===== src/rtl/clkdiv_pkg.sv =====
// ============================================================================
// Module   : clkdiv_pkg
// Purpose  : Shared constants for the clock divider path.
// Revision : 1.0
// ============================================================================
`default_nettype none

package clkdiv_pkg;

  localparam int c_WIDTH   = 28;
  localparam int c_MIN_DIV = 2;

  localparam logic [1:0] c_IDLE  = 2'd0;
  localparam logic [1:0] c_RUN   = 2'd1;
  localparam logic [1:0] c_DRAIN = 2'd2;

endpackage

`default_nettype wire


===== src/rtl/clkdiv_if.sv =====
// ============================================================================
// Module   : clkdiv_if
// Purpose  : Host-side run/stop and divisor handshake bundle.
// Revision : 1.0
// ============================================================================
`default_nettype none

interface clkdiv_if
  import clkdiv_pkg::*;
#(
  parameter int WIDTH = c_WIDTH
);

  logic             start;
  logic             stop;
  logic [WIDTH-1:0] div_in;
  logic             div_load;
  logic             div_ready;
  logic             div_err;
  logic             running;
  logic [WIDTH-1:0] cur_div;

  modport master (
    output start, stop, div_in, div_load,
    input  div_ready, div_err, running, cur_div
  );

  modport slave (
    input  start, stop, div_in, div_load,
    output div_ready, div_err, running, cur_div
  );

endinterface

`default_nettype wire


===== src/rtl/clkdiv_core.sv =====
// ============================================================================
// Module   : clkdiv_core
// Purpose  : Divisor counter with registered divided clock and period tick.
// Revision : 1.0
// ============================================================================
`default_nettype none

module clkdiv_core
  import clkdiv_pkg::*;
#(
  parameter int WIDTH = c_WIDTH
) (
  input  wire logic             clock_in,
  input  wire logic             reset_n,
  input  wire logic             enable,
  input  wire logic             clear,
  input  wire logic [WIDTH-1:0] active,
  output logic                  wrap,
  output logic                  clock_out,
  output logic                  tick
);

  logic [WIDTH-1:0] r_count;
  logic             r_clock_out;
  logic             r_tick;
  logic             w_last;

  assign w_last    = (r_count == active - WIDTH'(1));
  assign wrap      = enable && w_last;
  assign clock_out = r_clock_out;
  assign tick      = r_tick;

  // Outputs are derived from the pre-edge count, so they trail it by one cycle.
  always_ff @(posedge clock_in or negedge reset_n) begin
    if (!reset_n) begin
      r_count     <= '0;
      r_clock_out <= 1'b0;
      r_tick      <= 1'b0;
    end else begin
      if (clear || !enable || w_last) begin
        r_count <= '0;
      end else begin
        r_count <= r_count + WIDTH'(1);
      end
      r_clock_out <= enable && (r_count < (active >> 1));
      r_tick      <= wrap;
    end
  end

endmodule

`default_nettype wire


===== src/rtl/clkdiv_ctrl.sv =====
// ============================================================================
// Module   : clkdiv_ctrl
// Purpose  : Run/stop FSM and divisor handshake around clkdiv_core.
// Revision : 1.0
// ============================================================================
`default_nettype none

module clkdiv_ctrl
  import clkdiv_pkg::*;
#(
  parameter int               WIDTH       = c_WIDTH,
  parameter logic [WIDTH-1:0] DEFAULT_DIV = WIDTH'(50_000_000),
  parameter int               MIN_DIV     = c_MIN_DIV
) (
  input  wire logic clock_in,
  input  wire logic reset_n,
  clkdiv_if.slave   bus,
  output logic      clock_out,
  output logic      tick
);

  logic [1:0]       r_state;
  logic [1:0]       w_state_nxt;
  logic [WIDTH-1:0] r_active;
  logic [WIDTH-1:0] r_pending;
  logic             r_pend_valid;
  logic             r_div_err;
  logic             w_run;
  logic             w_wrap;
  logic             w_accept;
  logic             w_bad;
  logic             w_go;

  assign w_run    = (r_state != c_IDLE);
  assign w_go     = bus.start && !bus.stop;
  assign w_accept = bus.div_load && !r_pend_valid;
  assign w_bad    = (bus.div_in < WIDTH'(MIN_DIV));

  assign bus.div_ready = !r_pend_valid;
  assign bus.div_err   = r_div_err;
  assign bus.running   = w_run;
  assign bus.cur_div   = r_active;

  always_comb begin
    w_state_nxt = r_state;
    case (r_state)
      c_IDLE:  if (w_go) w_state_nxt = c_RUN;
      c_RUN:   if (bus.stop) w_state_nxt = c_DRAIN;
      c_DRAIN: begin
        // A fresh start cancels the drain even on the boundary cycle.
        if (w_go)        w_state_nxt = c_RUN;
        else if (w_wrap) w_state_nxt = c_IDLE;
      end
      default: w_state_nxt = c_IDLE;
    endcase
  end

  // Accept only happens while nothing is pending, so store and apply never collide.
  always_ff @(posedge clock_in or negedge reset_n) begin
    if (!reset_n) begin
      r_state      <= c_IDLE;
      r_active     <= DEFAULT_DIV;
      r_pending    <= '0;
      r_pend_valid <= 1'b0;
      r_div_err    <= 1'b0;
    end else begin
      r_state   <= w_state_nxt;
      r_div_err <= w_accept && w_bad;
      if (w_accept && !w_bad) begin
        r_pending    <= bus.div_in;
        r_pend_valid <= 1'b1;
      end else if (r_pend_valid && (!w_run || w_wrap)) begin
        r_active     <= r_pending;
        r_pend_valid <= 1'b0;
      end
    end
  end

  clkdiv_core #(
    .WIDTH (WIDTH)
  ) u_core (
    .clock_in  (clock_in),
    .reset_n   (reset_n),
    .enable    (w_run),
    .clear     (!w_run),
    .active    (r_active),
    .wrap      (w_wrap),
    .clock_out (clock_out),
    .tick      (tick)
  );

endmodule

`default_nettype wire


===== src/flat_wrapper.sv =====
// flat-port wrapper written by rule: the top's interface ports become plain ports
module clkdiv_ctrl_flat import clkdiv_pkg::*;
#(
  parameter int               WIDTH       = c_WIDTH,
  parameter logic [WIDTH-1:0] DEFAULT_DIV = WIDTH'(50_000_000),
  parameter int               MIN_DIV     = c_MIN_DIV
)
  (clock_in, reset_n, clock_out, tick, bus_start, bus_stop, bus_div_in, bus_div_load, bus_div_ready, bus_div_err, bus_running, bus_cur_div);
  clkdiv_if #(.WIDTH(WIDTH)) bus_i ();
  input  wire logic clock_in;
  input  wire logic reset_n;
  output logic clock_out;
  output logic tick;
  input wire logic [$bits(bus_i.start)-1:0] bus_start;
  input wire logic [$bits(bus_i.stop)-1:0] bus_stop;
  input wire logic [$bits(bus_i.div_in)-1:0] bus_div_in;
  input wire logic [$bits(bus_i.div_load)-1:0] bus_div_load;
  output wire logic [$bits(bus_i.div_ready)-1:0] bus_div_ready;
  output wire logic [$bits(bus_i.div_err)-1:0] bus_div_err;
  output wire logic [$bits(bus_i.running)-1:0] bus_running;
  output wire logic [$bits(bus_i.cur_div)-1:0] bus_cur_div;
  assign bus_i.start = bus_start;
  assign bus_i.stop = bus_stop;
  assign bus_i.div_in = bus_div_in;
  assign bus_i.div_load = bus_div_load;
  assign bus_div_ready = bus_i.div_ready;
  assign bus_div_err = bus_i.div_err;
  assign bus_running = bus_i.running;
  assign bus_cur_div = bus_i.cur_div;
  clkdiv_ctrl #(.WIDTH(WIDTH), .DEFAULT_DIV(DEFAULT_DIV), .MIN_DIV(MIN_DIV)) u_core (.clock_in(clock_in), .reset_n(reset_n), .bus(bus_i), .clock_out(clock_out), .tick(tick));
endmodule

===== config.mk =====
export PLATFORM = sky130hd
export DESIGN_NAME = clkdiv_ctrl_flat
export DESIGN_NICKNAME = d
export VERILOG_FILES = /design/src/rtl/clkdiv_pkg.sv /design/src/rtl/clkdiv_if.sv /design/src/rtl/clkdiv_core.sv /design/src/rtl/clkdiv_ctrl.sv /design/src/flat_wrapper.sv
export SDC_FILE = /design/constraint.sdc
export NUM_CORES = 1
export LEC_CHECK = 0
export ABC_AREA = 1
export CORE_MARGIN = 2
export CORE_UTILIZATION = 50
export DETAILED_ROUTE_END_ITERATION = 12
export HOLD_SLACK_MARGIN = 0.1
export PLACE_DENSITY = 0.72
export REMOVE_ABC_BUFFERS = 1
export SLEW_MARGIN = 20
export SYNTH_ARGS = -nofsm -noshare
export SYNTH_HDL_FRONTEND = slang
export SYNTH_SLANG_ARGS = --single-unit

===== constraint.sdc =====
create_clock -name clock_in -period 5.5 [get_ports clock_in]
set_clock_uncertainty 0.2 [all_clocks]
set_input_delay 1.1 -clock clock_in [delete_from_list [all_inputs] [get_ports clock_in]]
set_output_delay 1.1 -clock clock_in [all_outputs]
set_load 0.005 [all_outputs]

Word level (Yosys, flattened, before mapping)
Index checks and enable logic that the tools add are counted.

word-level totals
  ROM bits = 0
  memories = 0
  input port bits = 33
  latch bits = 0
  flip-flop bits (word level) = 90
  output and inout bits = 33
  memory bits (writable) = 0
  word-level logic and storage cells = 45

cells by class
  magnitude comparators = 2
  reduce and logical (&&, ||, !) cells = 18
  eq/ne operators = 6
  divide/modulo/power cells = 0
  bitwise gates (word level) = 1
  add/sub/neg operators = 2
  shift-type cells = 0
  muxes and demuxes = 8
  multiply operators = 0

operators by type and width
  operator                                                     count
  adder 28 x 1 -> 28 bit, second input constant                1
  == test 28 bit                                               1
  less-than comparator 28 x 2 -> 1 bit, second input constant  1
  less-than comparator 28 x 27 -> 1 bit                        1
  two-way mux 28 bit                                           1
  subtractor 28 x 1 -> 28 bit, second input constant           1
  two-way mux 2 bit                                            4
  logical AND 1 bit                                            7
  one-hot mux 2 bit (3 select lines)                           1
  logical NOT 1 bit                                            4
  nonzero test 2 bit                                           2
  != test 3 x 2 -> 1 bit, second input constant                1
  AND reduction 3 bit                                          1
  == test 2 x 1 -> 1 bit, second input constant                1
  == test 2 bit, second input constant                         1
  logical NOT 2 bit                                            1
  logical OR 1 bit                                             2
  two-way mux 1 bit                                            2
  != test 2 x 1 -> 1 bit, second input constant                1
  != test 2 bit, second input constant                         1
  AND reduction 2 bit                                          1
  inverter 1 bit                                               1

Depth between registers and ports, before layout
  depth in word-level cells = 7
  mapped depth = 18
  gate-level depth less buffers = 17

By module
A second synthesis with hierarchy kept.

unflattened totals
  cells, all modules = 819
  area total of the unflattened synthesis = 5,990.7 sq um

by module, submodules not included
  module       instances  area an instance (sq um)  sequential area each (sq um)  cells each
  clkdiv_core  1          3,450.8                   750.7                         513
  clkdiv_ctrl  1          2,539.9                   1,516.5                       306

Least setup slack after synthesis
Ideal clock, no wire load.

  path kind = input to register
  start point = in bus_div_in[25]
  end point = reg u_core.r_pending[10]
  stages = 9
  required time = 5.217 ns
  setup slack = 2.818 ns
  buffers on the path = 2
  library setup time = 0.083 ns
  data arrival time = 2.399 ns
  path through = inv_1 nand4_1 nor4_1 nand4_1 nand3_1 clkbuf_1 clkbuf_1 nand2_1 o21ai_0

between the ends
  word-level cells in the longest chain between the ends = 3

RTL lines
  element                               line                RTL
  start: declaration                    flat_wrapper.sv:16  input wire logic [$bits(bus_i.div_in)-1:0] bus_div_in;
  less-than comparator 28 x 2 -> 1 bit  clkdiv_ctrl.sv:37   assign w_bad = (bus.div_in < WIDTH'(MIN_DIV));
  logical NOT 1 bit                     clkdiv_ctrl.sv:69   if (w_accept && !w_bad) begin
  logical AND 1 bit                     clkdiv_ctrl.sv:69
  end signal: assignment                clkdiv_ctrl.sv:70   r_pending <= bus.div_in;
  end: declaration                      clkdiv_ctrl.sv:25   logic [WIDTH-1:0] r_pending;

Every way passes these cells.
A chain may end at the register's enable or synchronous reset.

Worst setup path after layout
  start point = reg u_core.r_active[5] (netlist: u_core.bus.cur_div[5])
  end point = reg u_core.r_active[3] (netlist: u_core.bus.cur_div[3])

between the ends
  word-level cells in the longest chain between the ends = 6

RTL lines
  element                        line               RTL
  start: declaration             clkdiv_ctrl.sv:24  logic [WIDTH-1:0] r_active;
  start signal: assignment       clkdiv_ctrl.sv:73  r_active <= r_pending;
  subtractor 28 x 1 -> 28 bit    clkdiv_core.sv:28  assign w_last = (r_count == active - WIDTH'(1));
  == test 28 bit                 clkdiv_core.sv:28
  logical AND 1 bit              clkdiv_core.sv:29  assign wrap = enable && w_last;
  logical OR 1 bit               clkdiv_ctrl.sv:72  end else if (r_pend_valid && (!w_run || w_wrap)) begin
  logical AND 1 bit              clkdiv_ctrl.sv:72
  AND reduction 2 bit (no line)  -

Every way passes these cells.

==> impl_metrics.yaml <==
detailed_routing:
  routed_wl_um: 14200
  drt_first_pass_iters: 5
  vias_per_cell: 5.19
  drt-initial-drc-count: 374
  vias: 5086
  drtAntennaViolNets: 0
  remaining_drc_errors: 0
  wire_per_inst_um: 14.5
job:
  max_cap_violations: 0
cts:
  cts_inserted_buffers: 9
  path_clk_slew_ns: 0.07
  cts_tree: "yes"
  root_buffer: "clkbuf_16"
  clock-sinks: 90
  post_cts_buffers: 0
  cts_resized: 0
  clkLatencyLatePin_ns: 0.34
  ctsHoldBuffers: 0
  clock_path_buffers: 2
  h-tree-depth: 3
pwr:
  comb_power_share_pct: 44.9
  pwr-share-clk_pct: 19.7
  p_int_mw: 1.92
  peakVddDrop_mv: 0.419
  net-switching-power_mw: 1.47
  seq_power_share_pct: 35.5
  p_per_area_nw_per_um2: 496
  p_leak_nw: 3.30
  sw_frac_of_total_pct: 43.4
timing:
  setup_viol: 0
  fin_setup_tns_ns: 0
  slew_viol_final: 0
  rsz0062_at_grt: "no"
  fin_crit_sh_pct: 60.9
  fmax_mhz: 298
  period_needed_ns: 3.35
  hold_viol: 0
  worst-slew-pin-transition_ns: 0.923
  maxSlewHeadroom_pct: 37.9
  hold_ws_ns: 0.289
global_routing:
  grt_max_degree: 59
  grt_pass1_wl_um: 24600
  antenna_found_initial: 0
  track_usage_pct: 24.3
  grt_pass1_vias: 5135
  gr-total-overflow: 0
die:
  die_h_um: 112
  rows: 39
  start_util_pct: 51.0
  io-pin-count: 66
  fp.dieW_um: 112
  coreArea_um2: 11400
  dieArea_um2: 12500
place:
  place_congestion: 0.892
  dp_hpwl_um: 10600
  io_buffer_count: 65
yosys:
  synth_top_cell_area_share_pct: 33.7
  synth_ff_type: "dfrtp_1"
  ys_seq_elements: 90
  yosysMostFrequentCell: "nand2_1"
  yosysUniqueCellTypes: 35
  synth_warnings: 0
  syn_area_um2: 5790
  synth_cells: 774
  synth_common_cells: "207 x nand2_1, 102 x inv_1, 94 x nor2_1, 78 x dfrtp_1, 45 x nand3_1"
  synthTopCellsByArea: "dfrtp_1 34%, nand2_1 13%, inv_1 6.6%"
  syn_avg_cell_area_um2: 7.49
  async_flop_share_pct: 100
  yosys.area.top_type: "dfrtp_1"
  synth_edf_count: 0
  ys_seq_area_share_pct: 39.1
final_layout:
  antenna_cells: 0
  final_nets: 893
  area_growth_pct: 17.9
  drive_gt1_share_pct: 7.17
setup_path:
  cp_max_fo: 58
  path_class: "flop to flop"
  required_ns: 5.53
  endpoint_kind: "flop"
  crit_arrival_ns: 3.38
  start_kind: "flop"
min_path:
  min_path_type: "flop to flop"
run_status:
  status: "finished clean"
==> state kept, by name (all words and copies together) (netlist names) <==
name,cells
u_core.r_state,2
u_core.r_pending,28
u_core.bus.div_err,1
u_core.r_pend_valid,1
u_core.u_core.tick,1
u_core.bus.cur_div,28
u_core.u_core.r_count,28
u_core.u_core.clock_out,1
==> power groups by stage <==
stage | clock network [mW] | logic (mW) | registers, mW
4_1_cts | 0.674 | 1.53 | 1.20
6_report | 0.667 | 1.52 | 1.20
3_3_place_gp | 0 | 1.47 | 1.19
5_1_grt | 0.703 | 1.74 | 1.24
3_5_place_dp | 0 | 1.51 | 1.20
2_1_floorplan | 0 | 0.993 | 1.15
==> cells by family after synthesis <==
group	Yosys count	share of synthesized area, %
adders and majority gates	28	6.05
AOI/OAI and AO/OA	61	5.70
DFF	90	39.1
buffers and inverters	123	8.87
xor gates and xnor gates	48	7.26
and+or+nand+nor	424	33.0
==> critical path: stages, from the launching register on <==
cell and delay (ns):
dfrtp_1 0.48, nor2_2 0.20, nand2_2 0.10, nor2_4 0.27, nand2_1 0.17, nor2_1 0.16
xor2_1 0.16, nand2_1 0.07, nor2_1 0.17, nand3_2 0.14, nand2_4 0.55, nand2_4 0.34
nand2_1 0.15, nand2_1 0.05
==> final timing paths <==
check,cells after the start,start,slack [ns],end
min in group asynchronous,1,reset_n,0.59,u_core.bus.cur_div[2]
worst max-delay path,13,u_core.bus.cur_div[5],2.15,u_core.bus.cur_div[3]
max in group asynchronous,2,reset_n,3.54,u_core.bus.cur_div[12]
worst min register to register,2,u_core.r_pending[7],0.29,u_core.r_pending[7]
worst max register to register,13,u_core.bus.cur_div[5],2.15,u_core.bus.cur_div[3]
worst min-delay path,2,u_core.r_pending[7],0.29,u_core.r_pending[7]
==> stage by stage <==
step                      util [%]  power (mW)  std cells  worst slack, ns  cell area, um^2
after global placement        57.3        2.66        964             2.17             6510
after global routing          60.1        3.68        980             1.75             6830
after CTS                     60.1        3.40        980             2.13             6830
after floorplan                  -        2.14        753             2.47             5660
after detailed placement      57.3        2.72        964             2.06             6510
final                         60.1        3.39        980             2.15             6830
==> layout make-up <==
cell class	instances	area [um^2]
tap	143	179
multi-input combinational	561	3010
fill	1032	4540
clock inverter	5	68.8
timing repair buffer	68	671
clock buffer	11	253
sequential	90	2270
inverter	102	383
==> layout by cell type (no fill, tap or decap), types with 2 or more instances in the layout <==
| cell type | Yosys | final |
|---|---|---|
| nand2_2 | 3 | 3 |
| nand2_4 | 2 | 2 |
| inv_8 | 0 | 2 |
| or2_2 | 2 | 2 |
| xnor2_1 | 19 | 19 |
| xor2_1 | 29 | 29 |
| o211ai_1 | 2 | 2 |
| clkbuf_8 | 0 | 2 |
| ha_1 | 28 | 28 |
| o21bai_1 | 2 | 2 |
| a21oi_1 | 19 | 19 |
| clkdlybuf4s50_1 | 0 | 64 |
| nand2_1 | 207 | 207 |
| dfrtp_1 | 78 | 78 |
| nand3b_1 | 6 | 6 |
| clkbuf_16 | 0 | 9 |
| nor2_1 | 94 | 94 |
| nor3_1 | 16 | 16 |
| inv_1 | 102 | 102 |
| nor2_2 | 4 | 4 |
| o21ai_0 | 33 | 33 |
| nor4_1 | 6 | 6 |
| buf_4 | 3 | 4 |
| nand4_1 | 20 | 20 |
| o221ai_1 | 2 | 2 |
| dfstp_2 | 12 | 12 |
| nor2_4 | 6 | 6 |
| nand3_2 | 11 | 11 |
| nand3_1 | 45 | 45 |
==> layer usage <==
metal | vias to the layer above | GRT usage [%] | share of wire, %
li1 | 2569 | - | -
met1 | 2346 | 33.4 | 46
met2 | 144 | 39.3 | 47
met3 | 27 | 2.72 | 4.7
met4 | 0 | 9.96 | 2.3
met5 | - | 0 | 0
Power figures use the tool's default switching activity.
